===== src/rtl/vga_pkg.sv =====
// vga_pkg: shared VGA timing constants, arbiter state codes and tile address helper
package vga_pkg;
    localparam int H_TOTAL        = 800;
    localparam int V_TOTAL        = 525;
    localparam int H_VISIBLE_AREA = 640;
    localparam int V_VISIBLE_AREA = 480;
    localparam int TILE_SHIFT     = 4;
    localparam int TILE_W         = 1 << TILE_SHIFT;
    localparam int TILES_X        = H_VISIBLE_AREA >> TILE_SHIFT;
    localparam int ADDR_WIDTH     = 11;
    localparam int DATA_WIDTH     = 8;

    localparam logic [1:0] ST_IDLE  = 2'd0;
    localparam logic [1:0] ST_FETCH = 2'd1;
    localparam logic [1:0] ST_WRITE = 2'd2;

    function automatic logic [ADDR_WIDTH-1:0] tile_addr(input logic [9:0] row, input logic [9:0] col);
        logic [ADDR_WIDTH-1:0] acc;
        acc = ADDR_WIDTH'(col);
        for (int i = 0; i <= $clog2(TILES_X); i++)
            if (TILES_X[i])
                acc = acc + (ADDR_WIDTH'(row) << i);
        return acc;
    endfunction
endpackage


===== src/rtl/vga_tile_fetch_addr.sv =====
// vga_tile_fetch_addr: decides whether the counter position is a fetch slot and which tile it reads
module vga_tile_fetch_addr
    import vga_pkg::*;
(
    input  logic [9:0]            h_counter,
    input  logic [9:0]            v_counter,
    output logic                  fetch_valid,
    output logic [ADDR_WIDTH-1:0] fetch_addr
);
    localparam int LAST_H    = H_TOTAL - TILE_W;
    localparam int COL_H_END = (TILES_X - 1) * TILE_W;

    logic [9:0] v_next;
    logic [9:0] row;
    logic [9:0] col;
    logic       in_row_slot;
    logic       next_line_slot;
    logic       wrap_slot;

    // Columns 1.. are fetched one tile ahead within the line; column 0 of the next line at the line end
    always_comb begin
        v_next         = v_counter + 10'd1;
        in_row_slot    = h_counter[TILE_SHIFT-1:0] == '0 && h_counter < 10'(COL_H_END) && v_counter < 10'(V_VISIBLE_AREA);
        next_line_slot = h_counter == 10'(LAST_H) && v_next < 10'(V_VISIBLE_AREA);
        wrap_slot      = h_counter == 10'(LAST_H) && v_counter == 10'(V_TOTAL - 1);
        row            = wrap_slot ? '0 : next_line_slot ? v_next >> TILE_SHIFT : v_counter >> TILE_SHIFT;
        col            = in_row_slot ? (h_counter >> TILE_SHIFT) + 10'd1 : '0;
        fetch_valid    = in_row_slot | next_line_slot | wrap_slot;
        fetch_addr     = tile_addr(row, col);
    end
endmodule


===== src/rtl/vga_tile_ram_arbiter.sv =====
// vga_tile_ram_arbiter: shares the tile RAM between display prefetch and game-logic writes
module vga_tile_ram_arbiter
    import vga_pkg::*;
(
    input  logic                  i_Clk,
    input  logic                  i_Rst,
    input  logic [9:0]            i_H_Counter,
    input  logic [9:0]            i_V_Counter,
    input  logic                  i_Wr_Req,
    input  logic [ADDR_WIDTH-1:0] i_Wr_Addr,
    input  logic [DATA_WIDTH-1:0] i_Wr_Data,
    output logic                  o_Wr_Ack,
    output logic [ADDR_WIDTH-1:0] o_Ram_Addr,
    output logic                  o_Ram_We,
    output logic [DATA_WIDTH-1:0] o_Ram_WData,
    input  logic [DATA_WIDTH-1:0] i_Ram_RData,
    output logic [DATA_WIDTH-1:0] o_Tile_Data,
    output logic                  o_VBlank_Tick
);
    logic                  fetch_valid;
    logic [ADDR_WIDTH-1:0] fetch_addr;
    logic [1:0]            state;
    logic [1:0]            state_next;
    logic                  rd_valid;
    logic [DATA_WIDTH-1:0] fetch_buf;
    logic                  show_tile;

    vga_tile_fetch_addr u_fetch_addr (
        .h_counter   (i_H_Counter),
        .v_counter   (i_V_Counter),
        .fetch_valid (fetch_valid),
        .fetch_addr  (fetch_addr)
    );

    // Fetch always wins; a writer just acked sits out one cycle so it can present its next request
    always_comb state_next = fetch_valid ? ST_FETCH : (i_Wr_Req && !o_Wr_Ack) ? ST_WRITE : ST_IDLE;

    // Tile boundaries inside the visible area move the prefetched word to the pixel path
    always_comb show_tile = i_H_Counter[TILE_SHIFT-1:0] == '0 && i_H_Counter < 10'(H_VISIBLE_AREA) && i_V_Counter < 10'(V_VISIBLE_AREA);

    // RAM port registers; idle cycles keep the previous address and data
    always_ff @(posedge i_Clk) begin
        if (i_Rst) begin
            state       <= ST_IDLE;
            o_Ram_Addr  <= '0;
            o_Ram_We    <= 1'b0;
            o_Ram_WData <= '0;
            o_Wr_Ack    <= 1'b0;
        end else begin
            state    <= state_next;
            o_Ram_We <= state_next == ST_WRITE;
            o_Wr_Ack <= state_next == ST_WRITE;
            if (state_next == ST_FETCH)
                o_Ram_Addr <= fetch_addr;
            else if (state_next == ST_WRITE) begin
                o_Ram_Addr  <= i_Wr_Addr;
                o_Ram_WData <= i_Wr_Data;
            end
        end
    end

    // Read pipeline: fetch address cycle, then RAM data cycle, then capture into the fetch buffer
    always_ff @(posedge i_Clk) begin
        if (i_Rst) begin
            rd_valid  <= 1'b0;
            fetch_buf <= '0;
        end else begin
            rd_valid <= state == ST_FETCH;
            if (rd_valid)
                fetch_buf <= i_Ram_RData;
        end
    end

    // Display register and start-of-vblank pulse, both one cycle behind the counters
    always_ff @(posedge i_Clk) begin
        if (i_Rst) begin
            o_Tile_Data   <= '0;
            o_VBlank_Tick <= 1'b0;
        end else begin
            o_VBlank_Tick <= i_H_Counter == '0 && i_V_Counter == 10'(V_VISIBLE_AREA);
            if (show_tile)
                o_Tile_Data <= fetch_buf;
        end
    end
endmodule


===== config.mk =====
export PLATFORM = sky130hd
export DESIGN_NAME = vga_tile_ram_arbiter
export DESIGN_NICKNAME = d
export VERILOG_FILES = /design/src/rtl/vga_pkg.sv /design/src/rtl/vga_tile_fetch_addr.sv /design/src/rtl/vga_tile_ram_arbiter.sv
export SDC_FILE = /design/constraint.sdc
export NUM_CORES = 1
export LEC_CHECK = 0
export ABC_CLOCK_PERIOD_IN_PS = 4800
export CAP_MARGIN = 20
export CORE_ASPECT_RATIO = 0.9
export CORE_MARGIN = 4
export CORE_UTILIZATION = 46
export DETAILED_ROUTE_END_ITERATION = 12
export GPL_TIMING_DRIVEN = 0
export PLACE_DENSITY = 0.81
export SYNTH_ARGS = -nofsm -noshare
export SYNTH_HDL_FRONTEND = slang
export SYNTH_SLANG_ARGS = --single-unit

===== constraint.sdc =====
create_clock -name i_Clk -period 4.8 [get_ports i_Clk]
set_clock_uncertainty 0.2 [all_clocks]
set_input_delay 0.48 -clock i_Clk [delete_from_list [all_inputs] [get_ports i_Clk]]
set_output_delay 0.48 -clock i_Clk [all_outputs]
set_load 0.005 [all_outputs]

# Yosys cells after proc, flatten, opt, wreduce, memory -nomap -nowiden
# Index checks and enable logic that the tools add are counted.
classes:
  bitwise_logic: 3
  reduce_logical: 13
  n_eq_ne: 6
  n_lt_le_gt_ge: 4
  muxes: 7
  add_sub_neg: 4
ops:
  columns: ["op", "count"]
  rows:
  - ["$mux W11", 2]
  - ["$eq A10 B10 Y1 const B", 2]
  - ["$lt A10 B10 Y1 const B", 2]
  - ["$lt A10 B9 Y1 const B", 2]
  - ["$add A10 B11 Y11", 1]
  - ["$add A11 B11 Y11", 1]
  - ["$add A10 B1 Y10 const B", 1]
  - ["$eq A10 B9 Y1 const B", 1]
  - ["$logic_not A10 Y1", 1]
  - ["$mux W10", 1]
  - ["$logic_and A1 B1 Y1", 8]
  - ["$mux W8", 1]
  - ["$add A6 B1 Y7 const B", 1]
  - ["$mux W6", 1]
  - ["$eq A2 B1 Y1 const B", 2]
  - ["$logic_not A4 Y1", 1]
  - ["$mux W2", 2]
  - ["$eq A2 B2 Y1 const B", 1]
  - ["$or A1 B1 Y1", 2]
  - ["$reduce_and A2 Y1", 1]
  - ["$reduce_bool A2 Y1", 1]
  - ["$logic_not A1 Y1", 1]
  - ["$not A1 Y1", 1]
totals:
  ff_bits: 40

# Longest topological paths before layout
depth:
  depth_word: 9
  depth_mapped: 15
  depth_no_buf: 15

# Hierarchy
# Synthesis repeated with hierarchy kept, for this count alone.
unflattened:
  cells_unflattened: 261
  hier_area_um2: 2441.1
by_module_without_submodules:
  columns: ["module", "cells_per_inst", "seq_area_each_um2", "n_inst", "area_per_inst_um2"]
  rows:
  - ["vga_tile_ram_arbiter", 159, 780.7, 1, 1684.1]
  - ["vga_tile_fetch_addr", 102, 0.0, 1, 757.0]

# Worst setup path before layout
# Ideal clock, no wire load.
synth_timing:
  kind: "input to register"
  startpoint: "in i_H_Counter[1]"
  endpoint: "reg o_Ram_Addr[10]"
  path_buffers: 0
  setup_ns: 0.137
  path_slack_ns: 0.912
  t_arrival_ns: 3.551
  cell_stages: 12
  path_cell_list: "or4_4 nor3_4 and3_1 nand3_1 xnor2_1 fa_1 fa_1 a21o_1 a21oi_1 o21bai_1 a221oi_1 a211oi_1"
synth_between:
  elab_chain_cells: 8
  word_cells_on_any_way: 19
  cone_classes: "2 x add/sub; 1 x order compare; 3 x eq/ne; 5 x mux; 2 x bitwise; 6 x reduce/logical"
synth_lines:
  columns: ["item", "line", "source"]
  rows:
  - ["start, declared", "vga_tile_ram_arbiter.sv:7", "input logic [9:0] i_H_Counter,"]
  - ["branches (longest 8 deep; another with $add A10 B11 Y11)", null, null]
  - ["end signal, assigned", "vga_tile_ram_arbiter.sv:54", "o_Ram_Addr <= fetch_addr;"]
  - ["end signal, assigned", "vga_tile_ram_arbiter.sv:56", "o_Ram_Addr <= i_Wr_Addr;"]
  - ["end, declared", "vga_tile_ram_arbiter.sv:13", "output logic [ADDR_WIDTH-1:0] o_Ram_Addr,"]
# Parallel ways; which one is timed is not known.
# A chain may end at the register's enable or synchronous reset.

# Worst setup path in the final report
layout_timing:
  startpoint: "in i_H_Counter[4]"
  endpoint: "reg o_Ram_Addr[10]"
layout_between:
  elab_chain_cells: 8
  word_cells_on_any_way: 19
  cone_classes: "3 x add/sub; 1 x order compare; 3 x eq/ne; 5 x mux; 2 x bitwise; 5 x reduce/logical"
layout_lines:
  columns: ["item"]
  rows:
  - ["branches (longest 8 deep; another with $add A10 B11 Y11)"]
# Parallel ways; which one is timed is not known.

==> flow_metrics.env <==
export IMPL_synth_top_flop_cell="dfxtp_1"
export IMPL_clockBufferDepth=2
export IMPL_antenna_found_initial=0
export IMPL_yosys_warnings=0
export IMPL_start_util_pct=47.9
export IMPL_area_growth_pct=41.0
export IMPL_finalHoldViolCount=0
export IMPL_crit_chain="clkdlybuf4s50_1 > ha_1 > a211o_1 > a2111o_1 > clkbuf_1 > nor2_1 > fa_1 > fa_1 > a21o_1 > a21oi_1 > o21bai_1 > a221oi_1 > a211oi_1"
export IMPL_routed_via_density=5.24
export IMPL_numCtsBuffers=5
export IMPL_num_vias=2079
export IMPL_die_y_um=75.5
export IMPL_grt_ovfl_total=0
export IMPL_worst_setup_path_start_kind="input pin"
export IMPL_tightest_slew_ns=0.665
export IMPL_post_cts_buffers=0
export IMPL_critPathRequiredTime_ns=4.76
export IMPL_async_reset_ff_share_pct=0
export IMPL_hpwlAfterDp_mm=4.54
export IMPL_crit_arrival_ns=4.42
export IMPL_cts_tree="done"
export IMPL_htreeDepth=2
export IMPL_cp_common_cell="fa_1"
export IMPL_synth_edf_count=0
export IMPL_rows=24
export IMPL_hp_start="state[0]$_SDFF_PP0_"
export IMPL_crit_path_end_kind="flip-flop"
export IMPL_grt_setup_unrepaired="false"
export IMPL_powerDensity_nw_per_um2=236
export IMPL_nets=397
export IMPL_antenna_cells=0
export IMPL_gp_congestion=0.788
export IMPL_insertion_delay_ns=0.29
export IMPL_track_usage_pct=18.8
export IMPL_dieArea_um2=6270
export IMPL_drt_first_pass_iters=4
export IMPL_fin_crit_ns=4.47
export IMPL_r2r_start="o_Ram_We$_SDFF_PP0_"
export IMPL_synth_area_um2=2330
export IMPL_final_setup_tns_ns=0
export IMPL_drcViolationCount=0
export IMPL_final_util_pct=67.5
export IMPL_yosysSeqAreaShare_pct=33.5
export IMPL_crit_type="input pin to flip-flop"
export IMPL_setup_viol=0
export IMPL_numPortBuffers=76
export IMPL_drv_slew=0
export IMPL_synth_distinct_cells=46
export IMPL_syn_inst=248
export IMPL_max_stage_delay_ns=0.50
export IMPL_ant_nets=0
export IMPL_cts_hold_buf=0
export IMPL_critical_path_slowest_cell="a2111o_1"
export IMPL_drive_gt1_share_pct=6.93
export IMPL_fp_coreArea_um2=4860
export IMPL_leakage_uw=0.00127
export IMPL_drt_iter0_drc=39
export IMPL_fp_dieW_um=83.0
export IMPL_clock_sinks=39
export IMPL_grt_pass1_wl_mm=9.54
export IMPL_grt_max_degree=14
export IMPL_drt_wirelength_per_cell_um=14.7
export IMPL_crit_fanout=10
export IMPL_finalWirelength_mm=5.85
export IMPL_ir_drop_uv=142
export IMPL_yosys_register_bits=39
export IMPL_hold_class="flip-flop to flip-flop"
export IMPL_nFillCells=393
export IMPL_status="completed"
export IMPL_root_buffer="clkbuf_8"
export IMPL_syn_num_nets=314
export IMPL_synth_avg_cell_area_um2=9.39
export IMPL_grt_pass1_vias=2032
export IMPL_cp_startpoint="i_H_Counter[4]"
export IMPL_num_io_pins=80
export IMPL_rrSetupSlack_ns=2.71
export IMPL_max_slew_margin_pct=55.7
export IMPL_fin_crit_sh_pct=93.1
export IMPL_cts_resized=0
export IMPL_drv_cap=0
export IMPL_clkTransAtPathRegs_ns=0.07
export IMPL_fmax_mhz=224
==> worst paths after layout <==
kind / to / cells after the start
setup / recovery: o_Ram_Addr[10]$_SDFFE_PP0P_ / 13
hold reg to reg: rd_valid$_SDFF_PP0_ / 1
setup reg to reg: o_Ram_Addr[3]$_SDFFE_PP0P_ / 4
hold / removal: rd_valid$_SDFF_PP0_ / 1
==> worst max-delay path, delay by kind of cell <==
kind                     cells  cell delay (ns)
AND/OR/NAND/NOR              1             0.19
adder cells (fa/ha/maj)      3             1.22
AO/OA/AOI/OAI                7             1.81
buffers and inverters        2             0.71
==> power breakdown <==
group,internal [µW],switching (µW),leakage (µW)
sequential,335,6.51,0.000318
combinational,95.0,69.3,0.000897
clock,155,115,0.0000581
total,585,191,0.00127
==> flip-flops by register name, summed over array words and instances, names as in the netlist <==
signal and count:
o_Ram_Addr 11, fetch_buf 8, o_Ram_WData 8, o_Tile_Data 8
o_Ram_We 1, o_VBlank_Tick 1, rd_valid 1, state 1
==> through the flow <==
| stage | worst slack (ns) | area, µm² | hold slack (ns) | instances | power (µW) |
|---|---|---|---|---|---|
| after global routing | 0.131 | 3280 | 0.290 | 397 | 814 |
| after CTS | 0.332 | 3280 | 0.268 | 397 | 784 |
| after detailed placement | 0.0402 | 3170 | 0.252 | 389 | 513 |
| after global placement | 0.0616 | 3170 | 0.248 | 389 | 510 |
| final | 0.333 | 3280 | 0.264 | 397 | 776 |
| after floorplan | 0.912 | 2330 | 0.242 | 248 | 428 |
==> layout make-up <==
class,instances,area [µm²],area share (%)
multi-input combinational,185,1430,43.6
buffer,17,90.1,2.74
clock buffer,5,68.8,2.10
clock inverter,3,43.8,1.33
timing repair buffer,76,761,23.2
inverter,7,26.3,0.800
tap,65,81.3,2.48
sequential,39,781,23.8
==> kinds of logic after synthesis <==
kind of cell             synth area share [%]
multiplexers                             14.2
AO/OA/AOI/OAI                            13.1
AND/OR/NAND/NOR                          20.5
adder cells (fa/ha/maj)                  9.24
XOR/XNOR                                 4.51
flip-flops                               33.5
buffers and inverters                    4.99
==> Yosys cell counts, types with 2 or more instances <==
cell type	count	area [µm²]
nor2_1	25	93.8
xnor2_1	6	52.6
a221oi_1	2	17.5
fa_1	2	40.0
nand2_1	8	30.0
nor4_1	3	18.8
xor2_1	6	52.6
o21bai_1	2	15.0
buf_4	2	15.0
a21oi_1	11	55.1
dfxtp_1	39	781
buf_2	3	15.0
clkbuf_1	10	37.5
and3_1	5	31.3
nand3_1	6	30.0
nor4b_1	2	17.5
buf_6	2	22.5
inv_1	7	26.3
nor3_1	2	10.0
o2bb2ai_1	2	17.5
mux2i_1	33	330
ha_1	14	175
nor2b_1	2	12.5
nand4_1	3	18.8
a211oi_2	2	25.0
nand2b_1	19	119
a211oi_1	8	60.1
a32oi_1	2	17.5
and4_1	3	26.3
==> layer usage <==
| metal | share of wire (%) | global-route usage [%] |
|---|---|---|
| met5 | 0 | 0 |
| met4 | 1.7 | 6.90 |
| met3 | 4.2 | 3.89 |
| met2 | 46 | 31.9 |
| met1 | 48 | 24.2 |
==> cells in the final DEF (no fill, tap or decap), types with 2 or more instances in the layout <==
master	n
o2bb2ai_1	2
and4_1	3
clkbuf_8	5
a21oi_1	11
buf_6	2
nor4_1	3
and3_1	5
nand2_1	8
ha_1	14
inv_1	7
nand3_1	6
mux2i_1	33
nand2b_1	19
a32oi_1	2
nand4_1	3
xor2_1	6
o21bai_1	2
nor4b_1	2
buf_4	2
clkbuf_1	10
buf_2	3
xnor2_1	6
nor2b_1	2
nor3_1	2
a211oi_2	2
clkdlybuf4s50_1	76
dfxtp_1	39
a221oi_1	2
nor2_1	25
a211oi_1	8
fa_1	2
(Power assumes the default switching activity.)
